===== src/rtl/alu_exec_pkg.sv =====
// alu_exec_pkg: operation codes and FSM states
// shared by the ALU control decoder and alu_exec.
package alu_exec_pkg;

  localparam logic [3:0] OP_AND = 4'b0000;
  localparam logic [3:0] OP_OR  = 4'b0001;
  localparam logic [3:0] OP_ADD = 4'b0010;
  localparam logic [3:0] OP_SUB = 4'b0110;
  localparam logic [3:0] OP_BNE = 4'b0011;
  localparam logic [3:0] OP_BLT = 4'b0111;
  localparam logic [3:0] OP_SLL = 4'b0100;

  typedef enum logic [1:0] {
    S_IDLE,
    S_SHIFT,
    S_DONE
  } state_t;

endpackage


===== src/rtl/alu_exec.sv =====
// alu_exec: handshaked ALU with branch compare
// and an iterative one-bit-per-cycle SLL.
module alu_exec
  import alu_exec_pkg::*;
#(
  parameter int WIDTH = 64,
  parameter int SHW   = 6
) (
  input  logic             clk,
  input  logic             reset_n,
  input  logic             op_valid,
  output logic             op_ready,
  input  logic [3:0]       Operation,
  input  logic [WIDTH-1:0] a,
  input  logic [WIDTH-1:0] b,
  output logic             res_valid,
  input  logic             res_ready,
  output logic [WIDTH-1:0] result,
  output logic             zero,
  output logic             branch_taken,
  output logic             illegal
);

  state_t           state;
  logic [SHW-1:0]   cnt;
  logic [SHW-1:0]   shamt;
  logic [WIDTH-1:0] diff;
  logic [WIDTH-1:0] shl1;
  logic [WIDTH-1:0] alu_res;
  logic             alu_taken;
  logic             alu_ill;
  logic             accept;
  logic             is_and, is_or, is_add;
  logic             is_sub, is_bne, is_blt;
  logic             is_sll;

  assign op_ready  = (state == S_IDLE);
  assign res_valid = (state == S_DONE);
  assign accept    = op_valid & op_ready;
  assign shamt     = b[SHW-1:0];
  assign diff      = a - b;
  assign shl1      = result << 1;

  assign is_and = (Operation == OP_AND);
  assign is_or  = (Operation == OP_OR);
  assign is_add = (Operation == OP_ADD);
  assign is_sub = (Operation == OP_SUB);
  assign is_bne = (Operation == OP_BNE);
  assign is_blt = (Operation == OP_BLT);
  assign is_sll = (Operation == OP_SLL);

  // Single-cycle result and branch decision for the live request
  always_comb begin
    alu_res   = '0;
    alu_taken = 1'b0;
    alu_ill   = 1'b0;
    unique case (1'b1)
      is_and: alu_res = a & b;
      is_or:  alu_res = a | b;
      is_add: alu_res = a + b;
      is_sub: begin
        alu_res   = diff;
        alu_taken = (a == b);
      end
      is_bne: begin
        alu_res   = diff;
        alu_taken = (a != b);
      end
      is_blt: begin
        alu_res   = diff;
        alu_taken = ($signed(a) < $signed(b));
      end
      is_sll: alu_res = a << shamt;
      default: alu_ill = 1'b1;
    endcase
  end

  // Control FSM; result doubles as the shift working register
  always_ff @(posedge clk or negedge reset_n) begin
    if (!reset_n) begin
      state        <= S_IDLE;
      cnt          <= '0;
      result       <= '0;
      zero         <= 1'b0;
      branch_taken <= 1'b0;
      illegal      <= 1'b0;
    end else begin
      unique case (state)
        S_IDLE: begin
          if (accept) begin
            if (is_sll && shamt != '0) begin
              state        <= S_SHIFT;
              cnt          <= shamt;
              result       <= a;
              zero         <= 1'b0;
              branch_taken <= 1'b0;
              illegal      <= 1'b0;
            end else begin
              state        <= S_DONE;
              result       <= alu_res;
              zero         <= (alu_res == '0);
              branch_taken <= alu_taken;
              illegal      <= alu_ill;
            end
          end
        end
        S_SHIFT: begin
          result <= shl1;
          cnt    <= cnt - 1'b1;
          if (cnt == SHW'(1)) begin
            state <= S_DONE;
            zero  <= (shl1 == '0);
          end
        end
        S_DONE: begin
          if (res_ready) state <= S_IDLE;
        end
        default: state <= S_IDLE;
      endcase
    end
  end

endmodule


===== config.mk =====
export PLATFORM = sky130hd
export DESIGN_NAME = alu_exec
export DESIGN_NICKNAME = d
export VERILOG_FILES = /design/src/rtl/alu_exec_pkg.sv /design/src/rtl/alu_exec.sv
export SDC_FILE = /design/constraint.sdc
export NUM_CORES = 1
export LEC_CHECK = 0
export BUFFER_PORTS_ARGS = -buffer_cell sky130_fd_sc_hd__clkbuf_2
export CAP_MARGIN = 20
export CORE_MARGIN = 1.5
export CORE_UTILIZATION = 30
export DETAILED_ROUTE_END_ITERATION = 10
export PLACE_DENSITY_LB_ADDON = 0.1
export SLEW_MARGIN = 0
export SYNTH_ARGS = -nofsm -noshare
export SYNTH_HDL_FRONTEND = slang
export SYNTH_SLANG_ARGS = --single-unit

===== constraint.sdc =====
create_clock -name clk -period 8.3 [get_ports clk]
set_input_delay 0.415 -clock clk [delete_from_list [all_inputs] [get_ports clk]]
set_output_delay 0.415 -clock clk [all_outputs]
set_load 0.1 [all_outputs]

* After elaboration in Yosys (flattened, before gate mapping)
Index checks and enable logic that the tools add are counted.
** Storage, ports and cells
- Input bits :: 136
- Bits in latches :: 0
- Logic and storage cells :: 63
- Memory bits (writable) :: 0
- Flip-flop bits (word level) :: 75
- Output and inout bits :: 69
- Memory bits (read-only) :: 0
- Memories :: 0
** Cells by class
- $mul :: 0
- Bitwise gates (word level) :: 3
- Order comparisons :: 1
- Equality and inequality tests :: 15
- Div/mod/pow operators :: 0
- Shift operators :: 1
- Reduce and logical (&&, ||, !) cells :: 14
- $add $sub $neg :: 3
- Muxes and demuxes :: 20
** Operator list (number)
- $pmux W64 S5 :: 1
- $logic_not A64 Y1 :: 2
- $mux W64 :: 2
- $pmux W64 S2 :: 1
- $add A64 B64 Y64 :: 1
- $and A64 B64 Y64 :: 1
- $eq A64 B64 Y1 :: 1
- $lt A64 B64 Y1 :: 1
- $ne A64 B64 Y1 :: 1
- $or A64 B64 Y64 :: 1
- $shl A64 B6 Y64 :: 1
- $sub A64 B64 Y64 :: 1
- $eq A4 B3 Y1 const B :: 3
- $mux W6 :: 2
- $pmux W6 S2 :: 1
- $reduce_and A3 Y1 :: 3
- $eq A4 B2 Y1 const B :: 2
- $mux W2 :: 4
- $reduce_or A7 Y1 :: 1
- $eq A6 B1 Y1 const B :: 1
- $mux W1 :: 6
- $ne A2 B1 Y1 const B :: 3
- $pmux W2 S3 :: 1
- $reduce_bool A6 Y1 :: 1
- 14 further kinds :: 15

* Logic depth before layout (Yosys ltp)
Gate-level depths: netlist (run 1).
- Depth in word-level cells :: 7
- Gate-level depth with buffers :: 21
- Mapped depth without buffers :: 18

* Least setup slack after synthesis (run 1)
OpenSTA, ideal clock, no wires.
- Path kind :: input port to flip-flop
- Start point :: in b[3]
- End point :: reg zero
- Stages on the path :: 20
- Required time :: 8.208 ns
- Arrival :: 5.106 ns
- Library setup time :: 0.092 ns
- Path slack :: 3.103 ns
- Path buffers :: 4
- Cells stage by stage :: inv_1 > buf_1 > buf_1 > buf_1 > clkbuf_1 > ha_1 > nor2_1 > a221oi_4 > a21oi_1 > nor3_2 > a221o_1 > a21oi_1 > and4_1 > nand4b_1 > or4_1 > or4b_1 > nor4_1 > and4b_1 > nand4_1 > o31ai_2
** On the way
- Cells in the longest elaborated chain, start to end :: 6
- Elaborated cells between the ends (all ways) :: 12
- Classes of those cells :: add/sub: 2; shift: 1; mux: 4; bitwise: 2; reduce/logical: 3
** Ends and longest elaborated chain
- start, declared :: RTL line alu_exec.sv:15 : input logic [WIDTH-1:0] b,
- $sub A64 B64 Y64 (tied with other cells) :: RTL line alu_exec.sv:41 : assign diff = a - b;
- $pmux W64 S5 :: RTL line alu_exec.sv:57 : unique case (1'b1)
- $logic_not A64 Y1 :: RTL line alu_exec.sv:101 : zero <= (alu_res == '0);
- $mux W1 (*) :: RTL line alu_exec.sv:91 : if (is_sll && shamt != '0) begin
- $mux W1 (*) :: RTL line alu_exec.sv:90 : if (accept) begin
- $pmux W1 S2 (*) :: RTL line alu_exec.sv:88 : unique case (state)
- end signal, assigned :: RTL line alu_exec.sv:101
- end signal, assigned :: RTL line alu_exec.sv:112 : zero <= (shl1 == '0);
- end, declared :: RTL line alu_exec.sv:19 : output logic zero,
Mark *: on every way between the ends. The rest lies on a longest branch, timed or not. The select of a mux whose other input is x is not followed.
A chain may end at the register's enable or synchronous reset.

* Final worst setup path (run 1)
- Start point :: in b[5]
- End point :: reg zero
Same word-level chain as after synthesis.

==> results of run 1 <==
[kinds of logic after synthesis]
kind of cell	count (synthesis)	synth area share, %
AND/OR/NAND/NOR	909	21.3
buffers and inverters	423	8.53
flip-flops	75	9.55
adder cells (fa/ha/maj)	212	13.6
AO/OA/AOI/OAI	1057	34.8
multiplexers	149	10.9
XOR/XNOR	31	1.38
[sequential cells by signal, summed over array words and instances, names as in the netlist]
| signal | cells |
|---|---|
| branch_taken | 1 |
| zero | 1 |
| state | 2 |
| illegal | 1 |
| result | 64 |
| cnt | 6 |
[cells in the final DEF, fill, tap and decap left out, types with 14 or more instances in the layout]
master	synthesis	final
a221oi_1	19	19
a21oi_1	309	309
clkbuf_2	0	199
dfrtp_1	75	75
nor3_1	69	67
and3_1	17	17
a21o_1	25	25
nor2b_1	18	17
or3_1	18	18
a31oi_1	31	30
mux2i_1	85	85
a211oi_1	40	40
o21ai_1	15	14
o31ai_1	34	34
nand2_1	275	274
o21ai_0	221	221
a22oi_1	74	74
o221ai_1	16	16
o21bai_1	23	23
mux4_2	51	51
o21a_1	19	19
o211ai_1	36	36
nor4_1	53	53
nand2b_1	19	19
nand3_1	51	50
ha_1	210	210
nor2_1	301	297
xnor2_1	26	26
buf_4	3	50
o22ai_1	39	39
a221o_1	17	17
inv_1	218	218
nand4_1	31	31
[metal layers]
metal  wire length (um)  up-vias  GRT usage [%]
met1              53300    12000           48.8
li1                   -    10800              -
met5                  0        -              0
met3               9080      175           3.48
met4               3820        0           9.76
met2              51800     1327           53.1
[metrics by stage]
| stage | setup WS (ps) | cells | cell area (sq um) |
|---|---|---|---|
| CTS | 2200 | 3779 | 21600 |
| global placement | 1990 | 3763 | 21300 |
| floorplan | 3100 | 2856 | 19700 |
| global route | 1660 | 3779 | 21600 |
| detailed placement | 1840 | 3763 | 21300 |
| finish | 1900 | 3781 | 21600 |
[final cells by class]
class / count / share of cell area (%)
Inverter: 226 / 3.92
Timing Repair Buffer: 249 / 6.34
Multi-Input combinational cell: 2358 / 74.6
Clock buffer: 10 / 1.06
Clock inverter: 6 / 0.405
Tap cell: 855 / 4.94
Antenna cell: 2 / 0.0231
Sequential cell: 75 / 8.67
[worst max path at each step]
stage | cells after the start | to | slack, ps | startpoint
final | 18 | zero | 1900 | b[5]
after global routing | 18 | zero | 1660 | b[5]
after CTS | 18 | zero | 2200 | b[5]
after detailed placement | 17 | zero | 1840 | b[5]
after global placement | 17 | zero | 1990 | b[5]
after floorplan | 20 | zero | 3100 | b[3]
[report_power, final]
part,internal [mW],switching (mW)
clock,0.264,0.161
sequential,0.499,0.181
combinational,0.620,2.16
==> impl.org, run 1 <==
** Outcome
- Run status :: finished, final reports clean

** Drt
- After detailed routing, the average wire length per cell comes to 31.2 um.
- Total wirelength of the detailed-routed design :: 118,000 um
- Count of antenna-violating nets left after detailed routing :: 0
- For this run, design rule violations remaining after detail routing come to 0.
- Number of vias per cell :: 6.42
- For this run, the detailed router's first-pass iteration total came to 6.
- After the first detailed-routing iteration, the DRC count stood at 3,129.
- Summing over every cut layer, the via total after detailed routing is 24,300.

** Clock network
- Deepest level of the CTS H-tree :: 3
- Clock insertion delay at the later pin of the skew report :: 350 ps
- Total CTS buffers :: 9
- In this run the deepest clock path goes through 2 buffers.
- TritonCTS clock tree :: done
- Clock tree sinks :: 75
- Post-CTS Repair Setup Buffers :: 0
- After clock tree synthesis, the clock-pin slew on the worst setup and hold paths is 60 ps.
- CTS resizes :: 0
- The tree is rooted in a clkbuf_16.
- For this design, the CTS-stage hold fixing added 0 buffers.

** Timing
- F_max :: 0.156 GHz
- Setup repair after global routing left no endpoint under its margin.
- Transition time at the pin with the least slew margin :: 1350 ps
- Final Hold Slack :: 220 ps
- The count of pins over their slew limit was 0.
- Setup total negative slack on the finished layout was measured at 0 ps.
- The number of endpoints with negative hold slack in the final report was 0.
- Skew final :: 7.49 ps
- The smallest clock period supported by the final layout is computed as 6400 ps.
- Worst slew slack as a fraction of its limit :: 9.37%
- The worst path uses 77.2% of the clock period.
- Setup violations remaining at the end of the flow were counted as 0.

** Synthesis
- Cell Area, Synth :: 0.0197 sq mm
- Synthesis handed over a netlist of 2,856 instances.
- Synthesis produced a netlist with a net count of 3,204.
- Flop and latch count out of synthesis :: 75
- Sequential element share of the synthesized area :: 9.55%
- Yosys attributes the largest share of cell area to ha_1, dfrtp_1, a21oi_1.
- For this run, the leading register cell type out of synthesis is dfrtp_1.
- In this run, synthesis inferred 0 flip-flops with an integrated enable.
- Yosys printed 0 warnings.
- In the synthesized netlist the async set-or-reset flop fraction comes to 100%.
- Area share of the largest cell type after synthesis :: 13.4%
- In this run, distinct cell masters in the synthesized netlist total 94.
- A synthesized cell averages 6.88 sq um.
- Summed over all instances, the cell type with the most area after synthesis is ha_1.
- Cell with the most instances after synthesis :: a21oi_1
- After synthesis, the most frequently instantiated cells are a21oi_1, nor2_1, nand2_1.

** Worst setup path
- The largest single stage delay on the critical path is 960 ps.
- In this run the critical register-to-register path is captured at zero.
- The worst register-to-register path has a setup slack of 4070 ps.
- Worst r2r src :: state[0]
- Among the stages of the critical path, the cell type that occurs most often is a21oi_1.
- Worst path top cell family by delay :: compound AO/OA/AOI/OAI gates
- Walking the worst path, the cells encountered are clkbuf_2 -> clkinv_1 -> ha_1 -> nor2_1 -> o211ai_1 -> a21oi_1 -> nor4_1 -> buf_4 -> o31ai_1 -> a31oi_1 -> o21ai_0 -> a21oi_1 -> a221oi_1 -> and2_1 -> and3_1 -> and4b_1 -> nand4_1 -> o31ai_2.
- Arrival time reported for the critical path endpoint :: 6660 ps
- STA classifies the critical path startpoint as an input pin.
- Critical Path Fanout Max :: 20
- The worst setup path is captured at a flop.
- Measured in cells, the most critical reg-to-reg path has a length of 13.
- Critical Path RT :: 8550 ps
- The worst setup path is of the in -> reg kind.
- Cell type of the slowest stage on the worst timing path :: o21ai_0
- Count of buffering cells on the critical path with inverters included :: 3

** Global routing
- Vias in the first global route :: 22,400
- Global routing usage summed across all routing layers :: 33.9%
- Initial antenna violation count :: 4
- The first global-routing pass estimated 167,000 um of wire.
- Largest net degree at the start of global routing :: 76
- After global routing the overflow that remains totals 0.

** Final layout
- Area taken by multi-input logic gates :: 0.0162 sq mm
- Total number of nets in the final design :: 3,267
- At the end of the flow the core is filled with cells to 33.5%.
- Relative area change from synthesis to final layout :: 10.2%
- Fraction of layout cells with a size suffix above 1 :: 12.6%
- Across the whole layout, storage elements account for 0.00188 sq mm.
- After filler insertion, the fill cell instance count of the layout stands at 7,177.

** Floorplan
- IO Pins :: 205
- Die Width :: 259 um
- Measured along the y axis, the die boundary spans 259 um.
- Initial cell density of the core :: 30.4%
- Die outline area :: 0.0670 sq mm
- The floorplan has 93 rows.
- Area inside the core boundary :: 0.0646 sq mm

** Power
- Worst VDD drop :: 138 uV
- Total power for the finished layout comes to 3.89 mW.
- Total power per unit cell area :: 180 mW/mm^2
- Summed over all cells, the static leakage comes to 9.49 nW.

** Placement
- HPWL after detailed placement :: 94,500 um
- Port buffering added 204 buffers.
- The congestion estimate from routability-driven global placement came to 1.02.

** Worst hold path
- The path class of the tightest hold or removal check is in -> async.

** Flow run
- Max-cap violations in this run came to 0.
Note: power is estimated with default switching activity, not from simulation.
==> run 2, diff against run 1 <==
Clock period 8.3 ns to 6.2 ns, I/O delays scaled along.
==> run 2 against run 1 <==
Final area up 1.8%. Setup slack worse by 1400 ps. Total power up 34%. Clock skew about the same. Sequential share of layout area down 0.15 points. Final cell count up 1.4%. Core utilization up 0.59 points.
==> impl.org, run 2 (synthesis results as in run 1) <==
** Global routing
- The total overflow left after global routing is 0.
- Global routing usage summed across all routing layers :: 33.9%
- Initial antenna violation count :: 8
- Entering global routing, the biggest net connects 76 pins.
- The via count of the first global-routing pass was 23,000.
- Wire length of the first global-routing pass :: 167,000 um

** Timing
- Skew final :: 7.98 ps
- Setup Viol. Count Final :: 0
- In the final timing run, aggregate negative setup slack is 0 ps.
- At the pin with the least slew margin, the transition time is 1190 ps.
- Slew Viols, Final :: 0
- Final number of hold-violating endpoints :: 0
- Measured against its own limit, the worst slew margin works out to 20.0%.
- The worst path needs 5720 ps of the cycle, external delays included.
- Post-route fraction of the period consumed by the critical path :: 92.2%
- For this run, the top clock speed supported by timing is 0.175 GHz.
- Setup repair after global routing left no endpoint under its margin.

** Flow run
- Number of maximum-capacitance constraint violations :: 0

** Drt
- For this block, the initial DRC count from the detailed router was 3,043.
- The routed layout has 24,300 vias.
- TritonRoute pass-1 iters :: 6
- Wires add up to 118,000 um.
- Count of antenna-violating nets left after detailed routing :: 0
- In the final routed layout, each cell accounts on average for 30.7 um.
- In the routed design, unresolved DRC markers number 0.
- Dividing the detail-routed via count by the number of cells gives 6.33.

** Placement
- At the end of routability-driven placement, the weighted congestion stood at 0.991.
- HPWL after detailed placement :: 95,100 um
- Number of port buffers :: 204

** Final layout
- Counting flops per register, the top entry is result.
- Number of fill cells :: 7,141
- Number of flip-flops in the largest register :: 64
- Leading registers by flop count :: result: 64 flops, cnt: 6 flops, state: 2 flops
- After the last flow step, the layout net total stands at 3,317.
- Relative area change from synthesis to final layout :: 12.1%
- Of the cells placed in the final design, the portion with a size suffix greater than 1 is 14.2%.
- Leaving out fill and tap cells, the most frequent cell in the layout is a21oi_1.
- Commonest non-fill, non-tap cells in the layout :: a21oi_1, nor2_1, nand2_1

** Clock network
- Total CTS buffers :: 9
- Clock insertion delay at the later pin of the skew report :: 340 ps
- TritonCTS built the clock tree.
- CTS saw 75 sinks.
- Clk root buf :: clkbuf_16
- CTS resizes :: 0
- Buffers inserted to repair hold after CTS numbered 0.
- After clock tree synthesis, the clock-pin slew on the worst setup and hold paths is 60 ps.
- Post-CTS timing repair inserted 0 buffers for setup.
- The clock tree synthesis step divided the H-tree into 3 levels.
- Max Buffers Root-to-Sink :: 2

** Floorplan
- In this run the horizontal extent of the chip is 259 um.
- Die outline area :: 0.0670 sq mm
- Number of rows in the core area :: 93
- For this configuration, the core starts out at a cell density of 30.4%.
- After floorplanning, the core was sized to cover 0.0646 sq mm.
- Die boundary height :: 259 um
- 205 I/O pins were placed.

** Worst setup path
- The worst setup path is launched from an input pin.
- In this design, the stage delay of the slowest critical-path cell is 840 ps.
- Arrival time reported for the critical path endpoint :: 5980 ps
- The critical path is of the in -> reg type.
- Among all stages on the critical path, the largest delay is contributed by nor4_1.
- Crit end category :: flop
- On the critical path the largest part of the delay comes from simple AND/OR/NAND/NOR gates.
- The number of buffers and inverters on the critical path is 3.
- Worst path most repeated cell :: nor4_1
- Crit path cell chain :: clkbuf_2 -> inv_1 -> ha_1 -> nor4_1 -> nand2_1 -> nor4_1 -> buf_4 -> o21ai_0 -> nand4_1 -> nor4_1 -> nor2_1 -> nand3_1 -> o21ai_0 -> nand3_1 -> nor4_1 -> and4b_1 -> nand4_1 -> o31ai_2
- Along the worst path, the maximum fanout reaches 13.
- STA puts the critical path data required time at 6460 ps.

** Power
- Summed over all cells, the static leakage comes to 9.73 nW.
- Total power consumption of the routed design :: 5.20 mW
- Total power per unit cell area :: 236 mW/mm^2
- Worst VDD drop :: 201 uV

** Worst hold path
- Worst hold-check path type :: in -> async

** Outcome
- Run status :: finished, final reports clean
## run 2: cell count changes in the layout (fill, tap and decap cells not counted), moves of 2 or more
| cell | before | now |
|---|---|---|
| buf_4 | 50 | 100 |
| diode_2 | 2 | 6 |
| clkbuf_8 | 0 | 2 |
| clkinvlp_4 | 0 | 2 |
## run 2: area by class of cell
| type | instances | area [sq um] | share of cell area (%) |
|---|---|---|---|
| Antenna cell | 6 | 15.0 | 0.0682 |
| Clock buffer | 11 | 253 | 1.15 |
| Clock inverter | 5 | 58.8 | 0.267 |
| Inverter | 226 | 848 | 3.85 |
| Multi-Input combinational cell | 2358 | 16200 | 73.4 |
| Sequential cell | 75 | 1880 | 8.52 |
| Tap cell | 855 | 1070 | 4.86 |
| Timing Repair Buffer | 299 | 1750 | 7.93 |
## run 2: worst paths after layout
check	end	cells past startpoint	slack, ps	from
min reg2reg	illegal	2	490	illegal
min in group clk	state[1]	2	150	res_ready
max reg2reg	zero	14	1460	state[0]
max in group asynchronous	result[55]	1	5420	reset_n
max	zero	18	480	a[34]
min	result[8]	1	110	reset_n
## run 2: layer usage
layer  track usage [%]  vias to the layer above  share of wire, %
met2              52.9                     1393                44
met5                 0                        -             0.022
met4              11.0                        4               3.5
met1              47.9                    11900                44
met3              4.62                      195               8.9
li1                  -                    10800                 -
## run 2: stage by stage
stage               hold WS (ps)  worst slack [ps]  instance area, sq um  util [%]  instances
global placement             466               117                 21700      33.6       3813
global route                 156               379                 22000      34.1       3829
detailed placement           480               254                 21700      33.6       3813
finish                       113               481                 22000      34.1       3835
floorplan                   14.4              1110                 19700         -       2856
CTS                          138               595                 22000      34.1       3829
## run 2: report_power, final
| group | total, mW | internal (mW) | switching (mW) |
|---|---|---|---|
| sequential | 0.909 | 0.669 | 0.241 |
| clock | 0.548 | 0.334 | 0.214 |
| combinational | 3.74 | 0.858 | 2.89 |
